<file path="src/rtl/alu_seq_ctrl.sv">
// Sequencer for the 8-bit ALU datapath: loads a program into instruction memory
// through a valid/ready port, then runs it as FETCH -> DECODE -> EXEC per instruction.
module alu_seq_ctrl #(
  parameter int                ADDR_W   = 6,
  parameter int                INSTR_W  = 11,
  parameter int                DATA_W   = 8,
  parameter logic [DATA_W-1:0] ACC_INIT = 8'h00
) (
  input  logic               clk,
  input  logic               rst,
  input  logic               start,
  input  logic [ADDR_W-1:0]  prog_last,
  input  logic               halt_req,
  input  logic               load_valid,
  input  logic [INSTR_W-1:0] load_data,
  output logic               load_ready,
  output logic [ADDR_W-1:0]  mem_addr,
  output logic               mem_rw,
  output logic [INSTR_W-1:0] mem_wdata,
  input  logic [INSTR_W-1:0] mem_rdata,
  output logic [2:0]         alu_opcode,
  output logic [DATA_W-1:0]  alu_operand,
  output logic [DATA_W-1:0]  alu_in1,
  input  logic [DATA_W-1:0]  alu_result,
  input  logic               alu_zero,
  input  logic               alu_carry,
  input  logic               alu_negative,
  output logic [2:0]         flags,
  output logic               busy,
  output logic               done,
  output logic               halted
);

  typedef enum logic [2:0] {
    S_IDLE, S_LOAD, S_FETCH, S_DECODE, S_EXEC, S_DONE, S_HALTED
  } state_t;

  localparam logic [2:0] OP_CMP = 3'b100;

  state_t              state_reg, state_next;
  logic [ADDR_W-1:0]   pc_reg, pc_next;
  logic [ADDR_W-1:0]   load_ptr_reg, load_ptr_next;
  logic [ADDR_W-1:0]   last_reg, last_next;
  logic [INSTR_W-1:0]  ir_reg, ir_next;
  logic [DATA_W-1:0]   acc_reg, acc_next;
  logic [2:0]          flags_reg, flags_next;
  logic                halt_pend_reg, halt_pend_next;

  always_ff @(posedge clk or posedge rst) begin
    if (rst) begin
      state_reg     <= S_IDLE;
      pc_reg        <= '0;
      load_ptr_reg  <= '0;
      last_reg      <= '0;
      ir_reg        <= '0;
      acc_reg       <= ACC_INIT;
      flags_reg     <= '0;
      halt_pend_reg <= 1'b0;
    end else begin
      state_reg     <= state_next;
      pc_reg        <= pc_next;
      load_ptr_reg  <= load_ptr_next;
      last_reg      <= last_next;
      ir_reg        <= ir_next;
      acc_reg       <= acc_next;
      flags_reg     <= flags_next;
      halt_pend_reg <= halt_pend_next;
    end
  end

  always_comb begin
    state_next     = state_reg;
    pc_next        = pc_reg;
    load_ptr_next  = load_ptr_reg;
    last_next      = last_reg;
    ir_next        = ir_reg;
    acc_next       = acc_reg;
    flags_next     = flags_reg;
    halt_pend_next = halt_pend_reg;
    mem_addr       = pc_reg;
    mem_rw         = 1'b1;
    load_ready     = 1'b0;

    case (state_reg)
      S_IDLE: begin
        halt_pend_next = 1'b0;
        if (start) begin
          state_next = S_FETCH;
          pc_next    = '0;
          acc_next   = ACC_INIT;
          flags_next = '0;
          last_next  = prog_last;
        end else if (load_valid) begin
          state_next    = S_LOAD;
          load_ptr_next = '0;
        end
      end
      S_LOAD: begin
        load_ready = 1'b1;
        mem_addr   = load_ptr_reg;
        if (load_valid) begin
          mem_rw        = 1'b0;
          load_ptr_next = load_ptr_reg + ADDR_W'(1);
        end else begin
          state_next = S_IDLE;
        end
      end
      S_FETCH: begin
        // A halt request seen mid-instruction is remembered until EXEC retires it
        halt_pend_next = halt_pend_reg | halt_req;
        state_next     = S_DECODE;
      end
      S_DECODE: begin
        halt_pend_next = halt_pend_reg | halt_req;
        ir_next        = mem_rdata;
        state_next     = S_EXEC;
      end
      S_EXEC: begin
        flags_next = {alu_negative, alu_carry, alu_zero};
        if (ir_reg[INSTR_W-1 -: 3] != OP_CMP) begin
          acc_next = alu_result;
        end
        if (halt_req || halt_pend_reg) begin
          state_next     = S_HALTED;
          halt_pend_next = 1'b0;
        end else if (pc_reg == last_reg) begin
          state_next = S_DONE;
        end else begin
          pc_next    = pc_reg + ADDR_W'(1);
          state_next = S_FETCH;
        end
      end
      S_DONE:   state_next = S_IDLE;
      S_HALTED: state_next = S_IDLE;
      default:  state_next = S_IDLE;
    endcase
  end

  assign mem_wdata   = load_data;
  assign alu_opcode  = ir_reg[INSTR_W-1 -: 3];
  assign alu_operand = ir_reg[DATA_W-1:0];
  assign alu_in1     = acc_reg;
  assign flags       = flags_reg;
  assign busy        = (state_reg == S_LOAD) || (state_reg == S_FETCH) ||
                       (state_reg == S_DECODE) || (state_reg == S_EXEC);
  assign done        = (state_reg == S_DONE);
  assign halted      = (state_reg == S_HALTED);

endmodule

</file>
<file path="config.mk">
export PLATFORM = sky130hd
export DESIGN_NAME = alu_seq_ctrl
export DESIGN_NICKNAME = d
export VERILOG_FILES = /design/src/rtl/alu_seq_ctrl.sv
export SDC_FILE = /design/constraint.sdc
export NUM_CORES = 1
export LEC_CHECK = 0
export CAP_MARGIN = 20
export CORE_UTILIZATION = 47
export DETAILED_ROUTE_END_ITERATION = 10
export PLACE_DENSITY_LB_ADDON = 0.05
export SYNTH_ARGS = -nofsm -noshare
export SYNTH_HDL_FRONTEND = slang
export SYNTH_SLANG_ARGS = --single-unit
</file>
<file path="constraint.sdc">
create_clock -name clk -period 4.8 [get_ports clk]
set_input_delay 1.2 -clock clk [delete_from_list [all_inputs] [get_ports clk]]
set_output_delay 1.2 -clock clk [all_outputs]
set_load 0.05 [all_outputs]
</file>
# Yosys cells after proc, flatten, opt, wreduce, memory -nomap -nowiden
# Cells that the tools add are included.
# Widths: inputs -> output; s select.
# classes
bitwise	1
n_addsub	2
reduce_logical	16
n_mux	25
eq_ne	18
# op_table
cell	count
$mux 6	7
$pmux 6 s2	2
$mux 3	6
$ne 2x2->1 const B	9
$mux 8	2
$pmux 8 s2	1
$pmux 3 s5	1
$add 6x1->6 const B	2
$eq 3x3->1 const B	3
$reduce_and 2->1	4
$reduce_and 4->1	2
$eq 3x2->1 const B	2
$eq 6x6->1	1
$ne 3x3->1 const B	2
$pmux 3 s2	1
$logic_or 1x1->1	4
$mux 1	4
$reduce_bool 2->1	2
$eq 3x1->1 const B	1
$logic_not 3->1	1
$pmux 1 s3	1
$reduce_and 3->1	1
$reduce_bool 3->1	1
$reduce_or 2->1	1
$or 1x1->1	1
# totals
elab_cells	70
out_inout_bits	44
regBits	44
input_bits	44

# Depth between registers and ports, before layout
# logic_depth
ltp_word	4
ltp_mapped	7
ltp_nobuf	5

# Least setup slack after synthesis
# No wires, ideal clock.
# synth_timing
path_type	input to output
startpoint	in load_valid
endpoint	out mem_rw
slack_ns	1.907
required_time_ns	3.600
path_buffers	0
cell_stages	1
arrival_time_ns	1.693
cell_sequence	nand4_1
# synth_between
elab_chain_len	2
# synth_rtl
element	line	source
start, declared	14	input logic load_valid,
$mux 1	101	if (load_valid) begin
$mux 1	84	case (state_reg)
end, declared	18	output logic mem_rw,
# Every way passes these cells.

# Worst setup path after layout
# Same ends and word-level chain as after synthesis.

==> impl_results.html <==
<table>
<tr><th>Metric</th><th>Value</th></tr>
<tr><th colspan="2">CTS</th></tr>
<tr><td>TritonCTS Buffers</td><td>5</td></tr>
<tr><td>Clock Pin Slew Worst Setup and Hold Paths</td><td>0.08 ns</td></tr>
<tr><td>CTS tree</td><td>done</td></tr>
<tr><td>Clock network latency to the later pin of the worst-skew pair</td><td>0.30 ns</td></tr>
<tr><td>Clock Tree Buf Depth</td><td>2</td></tr>
<tr><td>Root Driver</td><td>clkbuf_8</td></tr>
<tr><td>Number of gates resized after CTS</td><td>0</td></tr>
<tr><td>Sink count of the clock tree</td><td>44</td></tr>
<tr><td>Hold buffers post-CTS</td><td>0</td></tr>
<tr><td>H-tree depth reported by CTS</td><td>2</td></tr>
<tr><td>Buffers inserted by post-CTS timing repair</td><td>0</td></tr>
<tr><th colspan="2">Yosys</th></tr>
<tr><td>Post-synth EDFFs</td><td>0</td></tr>
<tr><td>Flop and latch count out of synthesis</td><td>44</td></tr>
<tr><td>Warnings from Yosys</td><td>0</td></tr>
<tr><td>Post-Syn Nets</td><td>251</td></tr>
<tr><td>Cells taking the most area after synthesis</td><td>dfrtp_1, mux2_2, buf_4, nand2_1, o21ai_0</td></tr>
<tr><td>Post-synthesis cell type count</td><td>38</td></tr>
<tr><td>Syn Area/Cell</td><td>10.8 sq um</td></tr>
<tr><td>Share of synthesized registers carrying an async set or reset</td><td>1.00</td></tr>
<tr><td>Gate count of the mapped netlist</td><td>205</td></tr>
<tr><td>Mapped cell area</td><td>2220 sq um</td></tr>
<tr><td>Share of synthesized area occupied by flip-flops and latches</td><td>0.496</td></tr>
<tr><td>Count leader, synth</td><td>dfrtp_1</td></tr>
<tr><td>Post-synth top area cell</td><td>dfrtp_1</td></tr>
<tr><td>Fraction of synthesized cell area taken by the top area cell type</td><td>0.496</td></tr>
<tr><td>Most common library cells after synthesis</td><td>dfrtp_1, mux2_2, nand2_1</td></tr>
<tr><td>Top_reg_cell synth</td><td>dfrtp_1</td></tr>
<tr><th colspan="2">Final layout</th></tr>
<tr><td>Filler cell count</td><td>385</td></tr>
<tr><td>Final Instance Area</td><td>2890 sq um</td></tr>
<tr><td>Nets</td><td>302</td></tr>
<tr><td>Fraction of final layout cells sized beyond drive strength 1</td><td>0.136</td></tr>
<tr><td>Flip-flop and latch area</td><td>1100 sq um</td></tr>
<tr><td>Post-layout utilization of the core</td><td>0.650</td></tr>
<tr><td>Largest register FFs</td><td>11</td></tr>
<tr><td>Multi-input combinational cell area</td><td>951 sq um</td></tr>
<tr><td>Area grow syn2layout</td><td>30.0%</td></tr>
<tr><td>Diode insertion count for antenna repair</td><td>0</td></tr>
<tr><th colspan="2">Worst setup path</th></tr>
<tr><td>Critical path class</td><td>in -&gt; out</td></tr>
<tr><td>Required time worst endpoint</td><td>3.60 ns</td></tr>
<tr><td>Setup crit end kind</td><td>primary output</td></tr>
<tr><td>Arrival time worst endpoint</td><td>2.58 ns</td></tr>
<tr><td>Critical-path maximum fanout</td><td>3</td></tr>
<tr><td>CP startpoint kind</td><td>input port</td></tr>
<tr><th colspan="2">Timing</th></tr>
<tr><td>Measured slew at the worst slew-check pin</td><td>0.722 ns</td></tr>
<tr><td>Final hold viol count</td><td>0</td></tr>
<tr><td>Pins Over Slew Limit</td><td>0</td></tr>
<tr><td>Final setup skew</td><td>0.00608 ns</td></tr>
<tr><td>Max Freq</td><td>0.264 GHz</td></tr>
<tr><td>Final Setup Violations</td><td>0</td></tr>
<tr><td>Slew HR</td><td>0.517</td></tr>
<tr><td>Total Negative Setup Slacks</td><td>0 ns</td></tr>
<tr><td>Tmin final</td><td>3.78 ns</td></tr>
<tr><td>Period Utilization, post-route</td><td>0.788</td></tr>
<tr><td>Unrepaired setup endpoints after global routing</td><td>no</td></tr>
<tr><th colspan="2">Placement</th></tr>
<tr><td>Placed Area</td><td>2800 sq um</td></tr>
<tr><td>Routability congestion estimate</td><td>0.776</td></tr>
<tr><td>Estimated wirelength of the detail-placed design</td><td>3.07 mm</td></tr>
<tr><td>Port bufs</td><td>65</td></tr>
<tr><th colspan="2">Drt</th></tr>
<tr><td>Final routed DRC violation total</td><td>8</td></tr>
<tr><td>Avg WL per Cell</td><td>14.3 microns</td></tr>
<tr><td>Via count</td><td>1664</td></tr>
<tr><td>Number of DRC violations after detailed-routing iteration 0</td><td>125</td></tr>
<tr><td>Detailed-route wire length</td><td>4.41 mm</td></tr>
<tr><td>Drt first pass iters</td><td>7</td></tr>
<tr><td>Final ANT Viol Nets</td><td>0</td></tr>
<tr><td>Via-to-Cell Ratio</td><td>5.39</td></tr>
<tr><th colspan="2">Pwr</th></tr>
<tr><td>Static leakage</td><td>1.20 nW</td></tr>
<tr><td>Power after layout</td><td>1.90 mW</td></tr>
<tr><td>IR Drop Worst-Case VDD</td><td>0.000494 V</td></tr>
<tr><td>Power density over the cells</td><td>658 nW/um^2</td></tr>
<tr><th colspan="2">GRT</th></tr>
<tr><td>Met1 Resource Use GR</td><td>0.236</td></tr>
<tr><td>Most crowded layer after global routing</td><td>met2</td></tr>
<tr><td>Global-route usage over all layers</td><td>0.188</td></tr>
<tr><td>Maximum number of pins on one net before global-route repair</td><td>45</td></tr>
<tr><td>Met3 Resource Use GR</td><td>0.0427</td></tr>
<tr><td>Initial antenna violation count</td><td>0</td></tr>
<tr><td>Number of global-route vias before repair</td><td>1639</td></tr>
<tr><td>Wire length of the first global-routing pass</td><td>7.37 mm</td></tr>
<tr><td>Grt met2 use</td><td>0.304</td></tr>
<tr><td>Overall overflow remaining after global route</td><td>0</td></tr>
<tr><th colspan="2">Floorplanning</th></tr>
<tr><td>Area of the core region</td><td>4440 sq um</td></tr>
<tr><td>Initial standard-cell utilization of the core</td><td>0.500</td></tr>
<tr><td>Chip Height</td><td>70.7 microns</td></tr>
<tr><td>Die area</td><td>5000 sq um</td></tr>
<tr><td>Horizontal die dimension</td><td>70.7 microns</td></tr>
<tr><td>Number of top-level pins</td><td>88</td></tr>
<tr><td>Number of cell rows</td><td>24</td></tr>
<tr><th colspan="2">Run status</th></tr>
<tr><td>Status</td><td>finished, violations left</td></tr>
<tr><td>Violations in the final reports</td><td>DRC</td></tr>
<tr><th colspan="2">Hold path</th></tr>
<tr><td>Type of the most critical hold path</td><td>reg -&gt; reg</td></tr>
<tr><th colspan="2">Flow run</th></tr>
<tr><td>Maximum capacitance violations</td><td>0</td></tr>
</table>
cell type report:
cell class,count,share of cell area
Timing Repair Buffer,66,0.228
Sequential cell,44,0.381
Multi-Input combinational cell,133,0.329
Tap cell,52,0.0225
Clock buffer,8,0.0312
Inverter,6,0.00780
power breakdown:
group          total [mW]  switching [mW]  leakage [nW]  internal [mW]
combinational        1.01           0.626         0.593          0.389
clock               0.241           0.124        0.0455          0.117
sequential          0.645           0.133         0.562          0.513
logic make-up (layout without fill, tap and decap cells):
logic type      count (synthesis)  count (layout)  synth area share
buf+inv                        28              80            0.0761
compound gates                 30              30            0.0845
mux                            27              27             0.135
flops                          44              44             0.496
simple gates                   63              63             0.154
xor+xnor                       11              11            0.0434
fa+ha+maj                       2               2            0.0113
worst paths after layout:
kind / startpoint / end / slack, ns / depth (start not counted)
max reg2reg: state_reg[0] / last_reg[2] / 2.84 / 3
max: load_valid / mem_rw / 1.02 / 3
max in group asynchronous: rst / last_reg[2] / 3.08 / 3
min reg2reg: ir_reg[0] / ir_reg[0] / 0.51 / 1
min in group asynchronous: rst / ir_reg[6] / 1.33 / 3
min: ir_reg[0] / ir_reg[0] / 0.51 / 1
cell usage in the layout (no fill, tap or decap), types with 5 or more instances in the layout:
cell / n
clkdlybuf4s50_1: 65
dfrtp_1: 44
mux2_2: 23
nand2_1: 23
o21ai_0: 14
nor2_1: 9
nand4_1: 7
xor2_1: 6
clkbuf_8: 6
inv_1: 5
nand3_1: 5
xnor2_1: 5
stage by stage:
step / worst slack (ns) / hold WS (ns) / instances
2_1_floorplan: 1.91 / 0.485 / 205
3_3_place_gp: 1.04 / 0.486 / 301
3_5_place_dp: 1.02 / 0.492 / 301
4_1_cts: 1.01 / 0.511 / 309
5_1_grt: 0.978 / 0.531 / 309
6_report: 1.02 / 0.505 / 309
per-layer routing:
layer  vias to the layer above  wire length, microns
met5                         -                     0
met4                         0                   103
met2                        52                  2090
met3                        18                   294
li1                        810                     -
met1                       784                  1930
worst max-delay path: stages:
cell and delay, ns:
clkdlybuf4s50_1 0.44, nand4_1 0.13, clkdlybuf4s50_1 0.81
(Power assumes the default switching activity.)
